## src/rtl/miriscv_lsu_pkg.sv

```systemverilog
// rtl/miriscv_lsu_pkg.sv - shared size encodings, FSM states and byte-mask helper for the LSU
package miriscv_lsu_pkg;

    localparam logic [2:0] LSU_B  = 3'b000;
    localparam logic [2:0] LSU_H  = 3'b001;
    localparam logic [2:0] LSU_W  = 3'b010;
    localparam logic [2:0] LSU_BU = 3'b100;
    localparam logic [2:0] LSU_HU = 3'b101;

    typedef enum logic [1:0] {
        ST_IDLE  = 2'd0,
        ST_BEAT1 = 2'd1,
        ST_BEAT2 = 2'd2,
        ST_DONE  = 2'd3
    } lsu_state_e;

    // An all-zero mask marks an unsupported funct3.
    function automatic logic [3:0] lsu_mask(input logic [2:0] size);
        case (size)
            LSU_B, LSU_BU: lsu_mask = 4'b0001;
            LSU_H, LSU_HU: lsu_mask = 4'b0011;
            LSU_W:         lsu_mask = 4'b1111;
            default:       lsu_mask = 4'b0000;
        endcase
    endfunction

endpackage

```

## src/rtl/miriscv_lsu_align.sv

```systemverilog
// rtl/miriscv_lsu_align.sv - byte-lane alignment of store data and extraction/extension of load data
module miriscv_lsu_align
    import miriscv_lsu_pkg::*;
(
    input  logic [2:0]  i_size,
    input  logic [1:0]  i_off,
    input  logic [31:0] i_wdata,
    input  logic [31:0] i_lo,
    input  logic [31:0] i_hi,
    output logic        o_valid,
    output logic        o_cross,
    output logic [7:0]  o_wide_be,
    output logic [63:0] o_wide_wd,
    output logic [31:0] o_rdata
);

    logic [3:0]  w_mask;
    logic [63:0] w_raw64;
    logic [31:0] w_raw;

    always_comb begin
        w_mask    = lsu_mask(i_size);
        o_valid   = (w_mask != 4'b0000);
        o_wide_be = {4'b0000, w_mask} << i_off;
        o_wide_wd = {32'b0, i_wdata} << {i_off, 3'b000};
        o_cross   = (o_wide_be[7:4] != 4'b0000);
        w_raw64   = {i_hi, i_lo} >> {i_off, 3'b000};
        w_raw     = w_raw64[31:0];
        case (i_size)
            LSU_B:   o_rdata = {{24{w_raw[7]}}, w_raw[7:0]};
            LSU_H:   o_rdata = {{16{w_raw[15]}}, w_raw[15:0]};
            LSU_BU:  o_rdata = {24'b0, w_raw[7:0]};
            LSU_HU:  o_rdata = {16'b0, w_raw[15:0]};
            default: o_rdata = w_raw;
        endcase
    end

endmodule

```

## src/rtl/miriscv_lsu.sv

```systemverilog
// rtl/miriscv_lsu.sv - load/store unit: core request to byte-enabled word beats on the data RAM port
module miriscv_lsu
    import miriscv_lsu_pkg::*;
#(
    parameter bit SPLIT_MISALIGNED = 1'b1
) (
    input  logic        clk_i,
    input  logic        rst_i,
    input  logic        lsu_req_i,
    input  logic        lsu_we_i,
    input  logic [2:0]  lsu_size_i,
    input  logic [31:0] lsu_addr_i,
    input  logic [31:0] lsu_data_i,
    output logic [31:0] lsu_data_o,
    output logic        lsu_stall_req_o,
    output logic        lsu_err_o,
    output logic        data_req_o,
    output logic        data_we_o,
    output logic [3:0]  data_be_o,
    output logic [31:0] data_addr_o,
    output logic [31:0] data_wdata_o,
    input  logic [31:0] data_rdata_i
);

    lsu_state_e  r_state, w_next;
    logic [31:0] r_lo, r_data;
    logic        r_err;
    logic        w_valid, w_cross, w_bad;
    logic [7:0]  w_wide_be;
    logic [63:0] w_wide_wd;
    logic [31:0] w_lo, w_hi, w_ext, w_word;

    // RAM reads are combinational, so the beat that leads into DONE feeds the extender directly.
    assign w_lo   = (r_state == ST_BEAT1) ? data_rdata_i : r_lo;
    assign w_hi   = (r_state == ST_BEAT2) ? data_rdata_i : 32'b0;
    assign w_word = {lsu_addr_i[31:2], 2'b00};
    assign w_bad  = !w_valid || (w_cross && !SPLIT_MISALIGNED);

    miriscv_lsu_align u_align (
        .i_size    (lsu_size_i),
        .i_off     (lsu_addr_i[1:0]),
        .i_wdata   (lsu_data_i),
        .i_lo      (w_lo),
        .i_hi      (w_hi),
        .o_valid   (w_valid),
        .o_cross   (w_cross),
        .o_wide_be (w_wide_be),
        .o_wide_wd (w_wide_wd),
        .o_rdata   (w_ext)
    );

    always_comb begin
        w_next       = r_state;
        data_req_o   = 1'b0;
        data_we_o    = 1'b0;
        data_be_o    = 4'b0000;
        data_addr_o  = 32'b0;
        data_wdata_o = 32'b0;
        case (r_state)
            ST_IDLE: begin
                if (lsu_req_i) w_next = w_bad ? ST_DONE : ST_BEAT1;
            end
            ST_BEAT1: begin
                data_req_o   = 1'b1;
                data_we_o    = lsu_we_i;
                data_be_o    = w_wide_be[3:0];
                data_addr_o  = w_word;
                data_wdata_o = w_wide_wd[31:0];
                w_next       = w_cross ? ST_BEAT2 : ST_DONE;
            end
            ST_BEAT2: begin
                data_req_o   = 1'b1;
                data_we_o    = lsu_we_i;
                data_be_o    = w_wide_be[7:4];
                data_addr_o  = w_word + 32'd4;
                data_wdata_o = w_wide_wd[63:32];
                w_next       = ST_DONE;
            end
            default: w_next = ST_IDLE;
        endcase
    end

    always_ff @(posedge clk_i) begin
        if (rst_i) begin
            r_state <= ST_IDLE;
            r_lo    <= 32'b0;
            r_data  <= 32'b0;
            r_err   <= 1'b0;
        end else begin
            r_state <= w_next;
            r_err   <= (r_state == ST_IDLE) && lsu_req_i && w_bad;
            if (r_state == ST_BEAT1) r_lo <= data_rdata_i;
            if ((r_state == ST_BEAT1 || r_state == ST_BEAT2) && w_next == ST_DONE && !lsu_we_i)
                r_data <= w_ext;
        end
    end

    assign lsu_data_o      = r_data;
    assign lsu_err_o       = r_err;
    assign lsu_stall_req_o = lsu_req_i && (r_state != ST_DONE) && !rst_i;

endmodule

```

## config.mk

```make
export PLATFORM = sky130hd
export DESIGN_NAME = miriscv_lsu
export DESIGN_NICKNAME = d
export VERILOG_FILES = /design/src/rtl/miriscv_lsu_pkg.sv /design/src/rtl/miriscv_lsu_align.sv /design/src/rtl/miriscv_lsu.sv
export SDC_FILE = /design/constraint.sdc
export NUM_CORES = 1
export LEC_CHECK = 0
export ABC_AREA = 1
export CORE_MARGIN = 5
export CORE_UTILIZATION = 47
export CTS_CLUSTER_SIZE = 25
export DETAILED_ROUTE_END_ITERATION = 10
export PLACE_DENSITY = 0.82
export SETUP_SLACK_MARGIN = 0.02
export SLEW_MARGIN = 20
export SYNTH_ARGS = -nofsm -noshare
export SYNTH_HDL_FRONTEND = slang
export SYNTH_SLANG_ARGS = --single-unit
```

## constraint.sdc

```tcl
create_clock -name clk_i -period 2.93 [get_ports clk_i]
set_clock_uncertainty 0.15 [all_clocks]
set_input_delay 0.7325 -clock clk_i [delete_from_list [all_inputs] [get_ports clk_i]]
set_output_delay 0.7325 -clock clk_i [all_outputs]
set_load 0.005 [all_outputs]
```

==> flow_summary.json <==
{
  "grt_overflow_total": 0,
  "hold_ws_ps": 309,
  "grtUsageMet3_pct": 7.25,
  "drtAntennaViolNets": 0,
  "fin_crit_sh_pct": 100,
  "clock_latency_ps": 330,
  "avgSynthCellArea_um2": 5.44,
  "clock_sinks": 67,
  "fin_nets": 1573,
  "synthFlopType": "dfxtp_1",
  "ir_drop_v": 0.000433,
  "start_util_pct": 48.3,
  "status": "finished clean",
  "cp_max_fo": 5,
  "hold_path.class": "register to register",
  "leakage_nw": 4.99,
  "multi_input_area_um2": 4530,
  "setup_viol": 0,
  "maxCapViolations": 0,
  "slew_viol_final": 0,
  "cp.depth": 13,
  "ys_ff_latch": 67,
  "design_area_um2": 10100,
  "wire_per_inst_um": 17.0,
  "period_minus_slack_ps": 2930,
  "place_area_um2": 9140,
  "grt_pass1_vias": 8784,
  "critPathSlowestCell": "nor2_4",
  "grt_pass1_wl_um": 43700,
  "total_power_mw": 6.39,
  "coreArea_um2": 12800,
  "rrSetupSlack_ps": 590,
  "die_area_um2": 15500,
  "netlist_instances": 1136,
  "wl_um": 27900,
  "netlist.area_leader.share_pct": 25.0,
  "regArea_um2": 1350,
  "cp_cell_sequence": "buf_8, ha_4, nand2_4, nor2_4, nand4_1, nor2_4, buf_12, buf_6, nand3_2, nand2_1, nand3_1, nand2_1, buf_2",
  "finalSetupTns_ps": 0,
  "clkTransAtPathRegs_ps": 60,
  "rows": 41,
  "num_vias": 9315,
  "synth_area_um2": 6180,
  "max_stage_delay_ps": 180,
  "grt_max_degree": 56,
  "drt_iter0_drc": 912,
  "drc": 0,
  "path_class": "input port to primary output",
  "grt_usage_pct": 33.8,
  "dp_hpwl_um": 20100,
  "via_per_inst": 5.67,
  "rsz0062_at_grt": "true",
  "synth.distinct_cells": 43,
  "fillers": 990,
  "worstPathRequired_ps": 2050,
  "fin_ws_ps": 1.14,
  "grt_antenna_before_repair": 1,
  "critPathTopFamily": "simple AND/OR/NAND/NOR gates",
  "yosys_warnings": 0,
  "io_buffers": 204,
  "htreeDepth": 3,
  "grt_use_met1_pct": 39.9,
  "end_kind": "primary output",
  "reg2reg_depth": 13,
  "cts_buffers": 9,
  "async_reset_ff_share_pct": 0,
  "power.density_nw_per_um2": 636,
  "holdPathStages": 2,
  "drive_gt1_share_pct": 25.1,
  "cts_max_path_buffers": 2,
  "clock.fmax_ghz": 0.341,
  "area_growth_pct": 62.8,
  "synth-edff-count": 0,
  "dpl_worst_slack_ps": -840,
  "crit_arrival_ps": 2050,
  "cts-root-buf": "clkbuf_16",
  "first_pass_iters": 8,
  "fp.dieW_um": 125,
  "globalplace.congestion": 1.01,
  "startpoint_type": "input port",
  "cp_num_buf_inv": 4,
  "io_pins": 207,
  "use_met2_pct": 57.3,
  "yosysTopAreaCell": "nand2_1",
  "die_y_um": 125,
  "finalHoldViolations": 0,
  "gr-max-usage-layer": "met2",
  "tritoncts": "done",
  "synthTopCellsByArea": "nand2_1 (25%), dfxtp_1 (22%), nand3_1 (14%)",
  "ys_seq_area_share_pct": 21.7
}
[synthesized netlist by cell type, types with 2 or more instances]
| cell | n |
|---|---|
| nor2_2 | 3 |
| o22ai_1 | 11 |
| buf_6 | 8 |
| dfxtp_1 | 67 |
| nand3_1 | 174 |
| nand2_1 | 412 |
| buf_1 | 2 |
| nor2_1 | 121 |
| o21ai_1 | 12 |
| a31oi_1 | 14 |
| a21oi_1 | 53 |
| a211oi_1 | 2 |
| inv_2 | 12 |
| o211ai_1 | 2 |
| a32o_1 | 3 |
| buf_4 | 16 |
| buf_2 | 24 |
| mux2i_1 | 2 |
| nor3_1 | 5 |
| nand4_1 | 18 |
| clkbuf_1 | 15 |
| o21ai_0 | 43 |
| nand2_2 | 3 |
| ha_1 | 5 |
| inv_1 | 91 |
[per-stage QoR]
step,instances,utilization (%)
floorplan,1137,-
global placement,1588,71.6
detailed placement,1588,71.6
CTS,1636,77.7
global route,1643,78.7
finish,1643,78.7
[placed cells by master (no fill, tap or decap), types with 11 or more instances in the layout]
master and instances:
clkbuf_2 21, buf_6 14, a21oi_1 48, dlygate4sd2_1 30, nand2_2 22, a31oi_1 13
nand4_1 18, buf_2 20, nand2_1 384, buf_4 165, clkdlybuf4s50_1 106, inv_1 80
nand3_1 169, clkdlybuf4s15_1 11, nor2_4 20, o21ai_1 21, nor2_1 92, dfxtp_1 66
nor2_2 13, inv_2 18, o21ai_0 28
[worst paths after layout]
kind                              startpoint                           to
setup / recovery               lsu_addr_i[2]              data_addr_o[24]
setup reg to reg       r_state[0]$_SDFF_PP0_  lsu_data_o[27]$_SDFFE_PP0P_
hold / removal    lsu_data_o[6]$_SDFFE_PP0P_   lsu_data_o[6]$_SDFFE_PP0P_
hold reg to reg   lsu_data_o[6]$_SDFFE_PP0P_   lsu_data_o[6]$_SDFFE_PP0P_
[worst reg2reg max path: stages, from the launching register on]
cell and delay, ps:
dfxtp_4 360, inv_2 80, buf_4 120, ha_4 170, buf_4 200, buf_4 270, nand2_1 90, inv_1 270
nand2_1 80, nand3_1 80, nand3_1 130, nand3_1 130, nor2_1 40, nor2_1 100
[logic make-up after synthesis]
logic type	count (synthesis)	share of synthesized area, %
other	1	0.0607
AND/OR/NAND/NOR	744	50.8
multiplexers	2	0.324
buffers and inverters	169	12.8
flip-flops	67	21.7
adder cells (fa/ha/maj)	5	1.01
AO/OA/AOI/OAI	148	13.3
[per-layer routing]
metal  share of wire, %  wire length [um]
met1                 37             10300
met2                 47             13100
met3                 10              2910
met4                5.8              1610
met5                  0                 0
[layout make-up]
type	instances	area share (%)
flip-flops and latches	67	13.4
multi-input cells	901	45.1
inverters	103	3.97
diodes	1	0.0249
well taps	172	2.14
repair inverters	1	0.0747
clock buffers	9	2.24
clock inverters	7	0.747
repair buffers	382	32.4
[registers in the layout, summed over array words and instances, names as in the netlist]
name / cells
lsu_err_o: 1
lsu_data_o: 32
r_state: 2
r_lo: 32
[power by group]
group | leakage (nW) | total (mW) | switching, mW | internal (mW)
clock network | 0.150 | 1.09 | 0.429 | 0.664
registers | 0.547 | 1.28 | 0.113 | 1.16
logic | 4.29 | 4.02 | 2.33 | 1.69
total | 4.99 | 6.39 | 2.87 | 3.52
[what timing repair did]
item / CTS / global route
buffers inserted: 31 / 6
pin swaps: 42 / 35
gates cloned: 1 / 0
setup endpoints to repair: 66 / 47
hold buffers: 0 / 0
gates resized for setup: 308 / 113
No activity file was read; power rests on OpenSTA's default activity.
